<file path="config.mk">
export PLATFORM = sky130hd
export DESIGN_NAME = clock_group_reset_sequencer
export DESIGN_NICKNAME = d
export VERILOG_FILES = /design/src/rtl/clock_group_pkg.sv /design/src/rtl/reset_req_sync.sv /design/src/rtl/clock_group_reset_sequencer.sv
export SDC_FILE = /design/constraint.sdc
export NUM_CORES = 1
export LEC_CHECK = 0
export CAP_MARGIN = 10
export CORE_MARGIN = 2
export CORE_UTILIZATION = 25
export CTS_CLUSTER_SIZE = 20
export DETAILED_ROUTE_END_ITERATION = 6
export PLACE_DENSITY = 0.52
export SETUP_SLACK_MARGIN = 0.4
export SLEW_MARGIN = 20
export SYNTH_ARGS = -nofsm -noshare
export SYNTH_HDL_FRONTEND = slang
export SYNTH_SLANG_ARGS = --single-unit
export TNS_END_PERCENT = 1
</file>
<file path="constraint.sdc">
create_clock -name clock -period 1.9 [get_ports clock]
set_clock_uncertainty 0.1 [all_clocks]
set_input_delay 0.285 -clock clock [delete_from_list [all_inputs] [get_ports clock]]
set_output_delay 0.285 -clock clock [all_outputs]
set_load 0.01 [all_outputs]
</file>
<file path="src/rtl/clock_group_pkg.sv">
// Shared clock-group definitions: sequencer state encoding and default build constants.
package clock_group_pkg;

    localparam int unsigned DEF_NUM_MEMBERS = 6;
    localparam int unsigned DEF_HOLD_CYCLES = 16;
    localparam int unsigned DEF_GAP_CYCLES  = 4;
    localparam int unsigned DEF_SYNC_STAGES = 2;

    typedef enum logic [2:0] {
        ST_ASSERT  = 3'd0,
        ST_HOLD    = 3'd1,
        ST_RELEASE = 3'd2,
        ST_GAP     = 3'd3,
        ST_IDLE    = 3'd4
    } seq_state_e;

    // Largest of three values, used to size the shared hold/gap counter.
    function automatic int unsigned max3(input int unsigned a, input int unsigned b,
                                         input int unsigned c);
        int unsigned m;
        m = (a > b) ? a : b;
        return (m > c) ? m : c;
    endfunction

endpackage

</file>
<file path="src/rtl/reset_req_sync.sv">
// Multi-flop synchronizer for asynchronous, level-sensitive reset request lines.
module reset_req_sync #(
    parameter int unsigned WIDTH       = 1,
    parameter int unsigned SYNC_STAGES = 2
) (
    input  logic             clock,
    input  logic             reset_n,
    input  logic [WIDTH-1:0] i_async,
    output logic [WIDTH-1:0] o_sync
);

    logic [SYNC_STAGES-1:0][WIDTH-1:0] r_stage;

    always_ff @(posedge clock or negedge reset_n) begin
        if (!reset_n) begin
            r_stage <= '0;
        end else begin
            r_stage[0] <= i_async;
            for (int unsigned i = 1; i < SYNC_STAGES; i++) begin
                r_stage[i] <= r_stage[i-1];
            end
        end
    end

    assign o_sync = r_stage[SYNC_STAGES-1];

endmodule

</file>
<file path="src/rtl/clock_group_reset_sequencer.sv">
// Drives per-member resets of a clock group: assert all, hold, then release members
// one at a time in ascending order with a gap between releases.
module clock_group_reset_sequencer
    import clock_group_pkg::*;
#(
    parameter int unsigned NUM_MEMBERS = DEF_NUM_MEMBERS,
    parameter int unsigned HOLD_CYCLES = DEF_HOLD_CYCLES,
    parameter int unsigned GAP_CYCLES  = DEF_GAP_CYCLES,
    parameter int unsigned SYNC_STAGES = DEF_SYNC_STAGES
) (
    input  logic                   clock,
    input  logic                   reset_n,
    input  logic [NUM_MEMBERS-1:0] req_reset,
    input  logic                   trig_valid,
    output logic                   trig_ready,
    output logic [NUM_MEMBERS-1:0] member_reset,
    output logic                   seq_busy,
    output logic                   seq_done
);

    localparam int unsigned CNT_W = $clog2(max3(HOLD_CYCLES, GAP_CYCLES, 2));
    localparam int unsigned IDX_W = (NUM_MEMBERS > 1) ? $clog2(NUM_MEMBERS) : 1;
    localparam logic [CNT_W-1:0] HOLD_LAST = CNT_W'(HOLD_CYCLES - 1);
    localparam logic [CNT_W-1:0] GAP_LAST  = CNT_W'(GAP_CYCLES - 1);
    localparam logic [IDX_W-1:0] IDX_LAST  = IDX_W'(NUM_MEMBERS - 1);

    seq_state_e             r_state;
    seq_state_e             w_state_next;
    logic [CNT_W-1:0]       r_cnt;
    logic [CNT_W-1:0]       w_cnt_next;
    logic [IDX_W-1:0]       r_idx;
    logic [IDX_W-1:0]       w_idx_next;
    logic [NUM_MEMBERS-1:0] r_member_reset;
    logic [NUM_MEMBERS-1:0] w_member_reset_next;
    logic                   r_trig_ready;
    logic                   r_seq_busy;
    logic                   r_seq_done;
    logic                   w_done_next;
    logic [NUM_MEMBERS-1:0] w_sync;
    logic                   w_sreq;

    reset_req_sync #(
        .WIDTH       (NUM_MEMBERS),
        .SYNC_STAGES (SYNC_STAGES)
    ) u_req_sync (
        .clock   (clock),
        .reset_n (reset_n),
        .i_async (req_reset),
        .o_sync  (w_sync)
    );

    assign w_sreq = |w_sync;

    // State, counters and all outputs are registered from the next-state decode.
    always_ff @(posedge clock or negedge reset_n) begin
        if (!reset_n) begin
            r_state        <= ST_ASSERT;
            r_cnt          <= '0;
            r_idx          <= '0;
            r_member_reset <= '1;
            r_trig_ready   <= 1'b0;
            r_seq_busy     <= 1'b1;
            r_seq_done     <= 1'b0;
        end else begin
            r_state        <= w_state_next;
            r_cnt          <= w_cnt_next;
            r_idx          <= w_idx_next;
            r_member_reset <= w_member_reset_next;
            r_trig_ready   <= (w_state_next == ST_IDLE);
            r_seq_busy     <= (w_state_next != ST_IDLE);
            r_seq_done     <= w_done_next;
        end
    end

    always_comb begin
        w_state_next        = r_state;
        w_cnt_next          = r_cnt;
        w_idx_next          = r_idx;
        w_member_reset_next = r_member_reset;
        w_done_next         = 1'b0;

        case (r_state)
            ST_ASSERT: begin
                w_state_next = ST_HOLD;
            end
            ST_HOLD: begin
                if (r_cnt == HOLD_LAST) begin
                    w_state_next = ST_RELEASE;
                    w_cnt_next   = '0;
                end else begin
                    w_cnt_next = r_cnt + CNT_W'(1);
                end
            end
            ST_RELEASE: begin
                if (r_idx == IDX_LAST) begin
                    w_state_next = ST_IDLE;
                    w_done_next  = 1'b1;
                end else begin
                    w_idx_next   = r_idx + IDX_W'(1);
                    w_cnt_next   = '0;
                    w_state_next = (GAP_CYCLES == 0) ? ST_RELEASE : ST_GAP;
                end
            end
            ST_GAP: begin
                if (r_cnt == GAP_LAST) begin
                    w_state_next = ST_RELEASE;
                    w_cnt_next   = '0;
                end else begin
                    w_cnt_next = r_cnt + CNT_W'(1);
                end
            end
            ST_IDLE: begin
                if (trig_valid && r_trig_ready) begin
                    w_state_next = ST_ASSERT;
                end
            end
            default: begin
                w_state_next = ST_ASSERT;
            end
        endcase

        // A synchronized request overrides everything and restarts the sequence.
        if (w_sreq) begin
            w_state_next = ST_ASSERT;
            w_done_next  = 1'b0;
        end

        if (w_state_next == ST_ASSERT) begin
            w_cnt_next          = '0;
            w_idx_next          = '0;
            w_member_reset_next = '1;
        end else if (w_state_next == ST_RELEASE) begin
            w_member_reset_next[w_idx_next] = 1'b0;
        end
    end

    assign trig_ready   = r_trig_ready;
    assign member_reset = r_member_reset;
    assign seq_busy     = r_seq_busy;
    assign seq_done     = r_seq_done;

endmodule

</file>
# After elaboration in Yosys (flattened, before gate mapping)

Index checks and enable logic that the tools add are counted.

Bits in registers: 31
Input bits: 9
Logic and storage cells: 55

Eq/ne operators: 11
Add/sub/neg operators: 2
$lt $le $gt $ge: 2
Reduce and logical (&&, ||, !) cells: 8
Multiplexer cells: 21
Bitwise operators: 2

Operator list:

| cell                  | number |
|---|---|
| $mux W3               | 8 |
| $mux W4               | 4 |
| $pmux W3 S5           | 1 |
| $mux W6               | 2 |
| $pmux W4 S3           | 1 |
| $eq A3 B2 Y1 const B  | 3 |
| $eq A3 B3 Y1 const B  | 3 |
| $and A6 B6 Y6         | 1 |
| $logic_not A3 Y1      | 2 |
| $ne A3 B3 Y1 const B  | 2 |
| $not A6 Y6            | 1 |
| $reduce_or A6 Y1      | 1 |
| $add A4 B1 Y4 const B | 1 |
| $eq A4 B2 Y1 const B  | 1 |
| $eq A4 B4 Y1 const B  | 1 |
| $lt A3 B4 Y1 const B  | 1 |
| $mux W1               | 4 |
| $reduce_bool A4 Y1    | 1 |
| $add A3 B1 Y3 const B | 1 |
| $demux W1 S3          | 1 |
| $eq A3 B1 Y1 const B  | 1 |
| $ge A3 B1 Y1 const B  | 1 |
| $logic_and A1 B1 Y1   | 2 |
| $reduce_and A2 Y1     | 1 |
| $reduce_bool A2 Y1    | 1 |

# Logic depth before layout (Yosys ltp)

Word-level depth: 11
Gate-level depth with buffers: 8
Mapped depth without buffers: 7

# Hierarchy

A second synthesis with hierarchy kept.

Cells, all modules: 120
Area, all modules: 1,437.6 um2

By module, submodules not included:

| module                      | area an instance (um2) | cells each | instances | sequential area each (um2) |
|---|---|---|---|---|
| clock_group_reset_sequencer | 1,092.3                | 102        | 1         | 484.2 |
| reset_req_sync              | 345.3                  | 18         | 1         | 300.3 |

# Worst setup path before layout

No wires, ideal clock.

Path kind: register to register
Start: register r_state[0]
End: register r_member_reset[2] (netlist: member_reset[2])
Cell stages (with the launch flop): 7
Data required time: 1.723 ns
Arrival time: 1.611 ns
Period minus slack after synthesis: 1.788 ns
Path buffers: 1
Setup time: 0.077 ns
Setup slack: 0.112 ns
Cells stage by stage: dfrtp_1 buf_6 nor3b_4 a21oi_2 or2_1 a211o_1 a21o_1

Word-level cells in the longest chain between the ends: 10
Elaborated cells between the ends (all ways): 23
Classes of those cells: 2 x order compare; 5 x eq/ne; 10 x mux; 2 x bitwise; 4 x reduce/logical

Ends and longest elaborated chain:

| element                                                                   | line                               | source |
|---|---|---|
| from (decl)                                                               | clock_group_reset_sequencer.sv:27  | `seq_state_e r_state;` |
| from (signal assigned)                                                    | clock_group_reset_sequencer.sv:65  | `r_state <= w_state_next;` |
| $eq A3 B2 Y1                                                              | clock_group_reset_sequencer.sv:82  | `case (r_state)` |
| $mux W3                                                                   | clock_group_reset_sequencer.sv:82  |  |
| $lt A3 B4 Y1 (implied by the code) / $ge A3 B1 Y1 (equally long branches) | clock_group_reset_sequencer.sv:133 | `w_member_reset_next[w_idx_next] = 1'b0;` |
| $logic_and A1 B1 Y1 (implied by the code)                                 | clock_group_reset_sequencer.sv:133 |  |
| $mux W1 (implied by the code)                                             | clock_group_reset_sequencer.sv:133 |  |
| $demux W1 S3                                                              | clock_group_reset_sequencer.sv:133 |  |
| $not A6 Y6 (no line)                                                      | --                                 |  |
| $and A6 B6 Y6 (no line)                                                   | --                                 |  |
| $mux W6                                                                   | clock_group_reset_sequencer.sv:132 | `end else if (w_state_next == ST_RELEASE) begin` |
| $mux W6                                                                   | clock_group_reset_sequencer.sv:128 | `if (w_state_next == ST_ASSERT) begin` |
| to (signal assigned)                                                      | clock_group_reset_sequencer.sv:68  | `r_member_reset <= w_member_reset_next;` |
| to (decl)                                                                 | clock_group_reset_sequencer.sv:33  | `logic [NUM_MEMBERS-1:0] r_member_reset;` |

Several ways; a longest one is shown, not always the timed one. The select of a mux whose other input is x is not followed.
A chain may end at the register's enable or synchronous reset.

# Final worst setup path

Start: register r_cnt[1]
End: register r_cnt[2]

Word-level cells in the longest chain between the ends: 7
Elaborated cells between the ends (all ways): 15
Classes of those cells: 1 x add/sub; 3 x eq/ne; 8 x mux; 3 x reduce/logical

Ends and longest elaborated chain:

| element                                                             | line                                                                  | source |
|---|---|---|
| from (decl)                                                         | clock_group_reset_sequencer.sv:29                                     | `logic [CNT_W-1:0] r_cnt;` |
| from (signal assigned)                                              | clock_group_reset_sequencer.sv:66                                     | `r_cnt <= w_cnt_next;` |
| $eq A4 B2 Y1 / $eq A4 B4 Y1 (equally long branches)                 | clock_group_reset_sequencer.sv:105, clock_group_reset_sequencer.sv:87 |  |
| $mux W3, on equally long branches                                   | clock_group_reset_sequencer.sv:105, clock_group_reset_sequencer.sv:87 |  |
| $pmux W3 S5                                                         | clock_group_reset_sequencer.sv:82                                     |  |
| $mux W3                                                             | clock_group_reset_sequencer.sv:123                                    | `if (w_sreq) begin` |
| $logic_not A3 Y1                                                    | clock_group_reset_sequencer.sv:128                                    |  |
| $ne A3 B3 Y1 (no line) / $reduce_bool A4 Y1 (equally long branches) | --                                                                    |  |
| $reduce_and A2 Y1 (no line)                                         | --                                                                    |  |

Several ways; a longest one is shown, not always the timed one.

==> impl_metrics.py <==
metrics = {
    "status": {
        "status": "complete, no violations",
    },
    "cells_and_area": {
        "seqCellArea_um2": 793,
        "drive_gt1_share_pct": 39.6,
        "syn2layout_area_growth_pct": 47.4,
        "antenna_cells": 0,
        "fillers": 540,
        "fin_nets": 180,
        "fin_cells": 241,
        "multi_input_area_um2": 718,
    },
    "sta": {
        "slew_headroom_pct": 72.2,
        "rsz0062_at_grt": "yes",
        "setup_tns_ns": 0,
        "worst_pin_slew_ns": 0.412,
        "slew_violations": 0,
        "min_period_over_period_pct": 94.6,
        "clock.fmax_mhz": 556,
        "setup_viol": 0,
        "finalHoldWorstSlack_ns": 0.248,
        "min_period_ns": 1.80,
        "hold_viol": 0,
    },
    "run": {
        "cap_violations": 0,
    },
    "synth": {
        "ys_types": 40,
        "async_flop_share_pct": 100,
        "synth_ff_type": "dfrtp_1",
        "netlist_instances": 126,
        "syn_area_per_cell_um2": 11.2,
        "postSynthNetCount": 138,
        "netlist_area_um2": 1410,
        "synth-seq-cells": 31,
        "ys_seq_area_share_pct": 55.8,
        "yosysWarnings": 0,
        "synth_edf_count": 0,
    },
    "route": {
        "ant_nets": 0,
        "drtIter0Drc": 34,
        "drt_first_pass_iters": 4,
        "wl_per_cell_um": 13.8,
        "wl_um": 3310,
        "drc": 0,
        "viasPerCell": 4.81,
        "vias": 1160,
    },
    "cts": {
        "cts_sinks": 31,
        "cts_tree": "built",
        "insertion_delay_ns": 0.29,
        "path_clk_slew_ns": 0.07,
        "cts_htree_levels": 2,
        "numCtsBuffers": 5,
        "cts_buffer_depth": 2,
        "root_buffer": "clkbuf_8",
    },
    "setup_path": {
        "crit_slowest_cell": "dfrtp_1",
        "worst-setup-path-type": "reg2reg",
        "critPathBufInv": 1,
        "end_kind": "flop",
        "crit_family": "compound AO/OA/AOI/OAI gates",
        "path_cells": "ha_4 > a311oi_4 > o2bb2ai_4 > o21ai_1 > buf_4 > nor3_1",
        "start_kind": "flop",
        "cp.arrival_ns": 1.90,
        "required_ns": 2.01,
        "critPathMaxStageDelay_ns": 0.42,
        "crit_path_max_fanout": 7,
    },
    "global_route": {
        "grtUsageTotal_pct": 11.3,
        "grt_max_degree": 32,
        "overflow": 0,
        "antenna_found_initial": 0,
        "grt_first_pass_wirelength_um": 5450,
        "grt_pass1_vias": 1231,
    },
    "floorplan": {
        "dieHeight_um": 79.0,
        "fp-row-count": 27,
        "start_util_pct": 25.7,
        "die_area_um2": 6240,
        "io_pins": 18,
        "coreArea_um2": 5470,
        "die_w_um": 79.0,
    },
    "placed_design": {
        "dp_hpwl_um": 2200,
        "port_buffers": 17,
        "place.gp.congestion": 0.745,
        "dp_cells": 222,
    },
    "pwr": {
        "vdd_drop_max_mv": 0.578,
        "power.density_nw_per_um2": 620,
        "p_leak_nw": 0.833,
    },
    "min_path": {
        "hold_class": "reg2reg",
    },
}
==> cells in the mapped netlist (2+ instances only) <==
master / number / area, µm²
a211o_1: 5 / 43.8
a21boi_0: 2 / 15.0
a21o_1: 5 / 37.5
a21oi_1: 6 / 30.0
a221oi_1: 2 / 17.5
a32oi_1: 2 / 17.5
and2_1: 2 / 12.5
and3_1: 3 / 18.8
clkbuf_1: 2 / 7.51
dfrtp_1: 24 / 601
dfstp_2: 7 / 184
ha_1: 3 / 37.5
inv_1: 6 / 22.5
mux2_2: 2 / 22.5
nand2_1: 6 / 22.5
nand3_1: 3 / 15.0
nor2_1: 11 / 41.3
nor2b_1: 3 / 18.8
nor3_1: 8 / 40.0
o21ai_0: 3 / 15.0
xnor2_1: 2 / 17.5
==> power by group <==
group | total [mW] | switching, mW | internal (mW)
clock | 0.568 | 0.238 | 0.330
combinational | 0.0379 | 0.0187 | 0.0193
sequential | 0.678 | 0.00402 | 0.674
total | 1.28 | 0.260 | 1.02
==> cell type report <==
type                       count  share of cell area, %
timing repair buffer          39                   16.7
clock buffer                   8                   4.83
inverter                       6                   1.09
sequential                    31                   38.3
tap                           72                   4.35
multi-input combinational     85                   34.7
==> logic make-up after synthesis <==
kind of cell	synth area share (%)
AOI/OAI and AO/OA	18.0
xor gates and xnor gates	1.25
adders and majority gates	2.67
buffers and inverters	3.29
DFF	55.8
muxes	1.60
and+or+nand+nor	17.4
==> worst paths after layout <==
| check | start | end | slack (ns) | depth (start not counted) |
|---|---|---|---|---|
| setup / recovery | r_cnt[1] | r_cnt[2] | 0.10 | 6 |
| hold / removal | u_req_sync.r_stage[3] | u_req_sync.o_sync[3] | 0.25 | 0 |
| setup reg to reg | r_cnt[1] | r_cnt[2] | 0.10 | 6 |
| hold reg to reg | u_req_sync.r_stage[3] | u_req_sync.o_sync[3] | 0.25 | 0 |
| max in group asynchronous | reset_n | member_reset[3] | 1.09 | 2 |
| min in group asynchronous | reset_n | trig_ready | 0.28 | 2 |
==> layout by cell type, fill, tap and decap left out, types with 2 or more instances in the layout <==
cell type,count
ha_4,3
o21ai_1,2
dfstp_2,7
nor2_1,10
a21o_1,5
a21boi_0,2
inv_1,5
clkdlybuf4s50_1,17
nand2_1,4
dfrtp_2,7
nor3_1,7
clkbuf_8,7
a21oi_2,3
and3_1,2
nor2b_1,2
buf_6,3
o21ai_0,2
mux2_2,2
buf_4,19
nand3_1,3
a21oi_1,4
a32oi_1,2
and2_1,2
a211o_1,5
dfrtp_1,17
==> sequential cells by signal (all words and copies together) (netlist names) <==
signal	flops
member_reset	6
u_req_sync.o_sync	6
u_req_sync.r_stage	6
r_cnt	4
r_idx	3
r_state	3
seq_busy	1
seq_done	1
trig_ready	1
==> metrics by stage <==
step	utilization (%)	total power, mW	setup WS [ns]	cell area (µm²)
floorplan	-	0.694	0.163	1430
global placement	31.9	0.727	0.0264	1750
detailed placement	31.9	0.729	-0.0000983	1750
CTS	36.3	1.30	0.118	1980
global route	37.8	1.33	0.0463	2070
finish	37.8	1.28	0.102	2070
==> timing repair <==
action / 4_1_cts / 5_1_grt
gates resized for setup: 18 / 15
pin swaps: 9 / 7
endpoints found under the setup margin: 24 / 25
hold buffers: 0 / 0
buffers inserted: 8 / 3
gates cloned: 0 / 0
==> routing by layer <==
metal | up-vias | share of wire [%] | wire [µm] | global-route usage (%)
met1 | 578 | 39 | 1280 | 11.9
met3 | 14 | 4.0 | 134 | 3.52
li1 | 536 | - | - | -
met2 | 32 | 53 | 1750 | 19.6
met5 | - | 0 | 0 | 0
met4 | 0 | 4.3 | 142 | 7.07
Note: power is estimated with default switching activity, not from simulation.
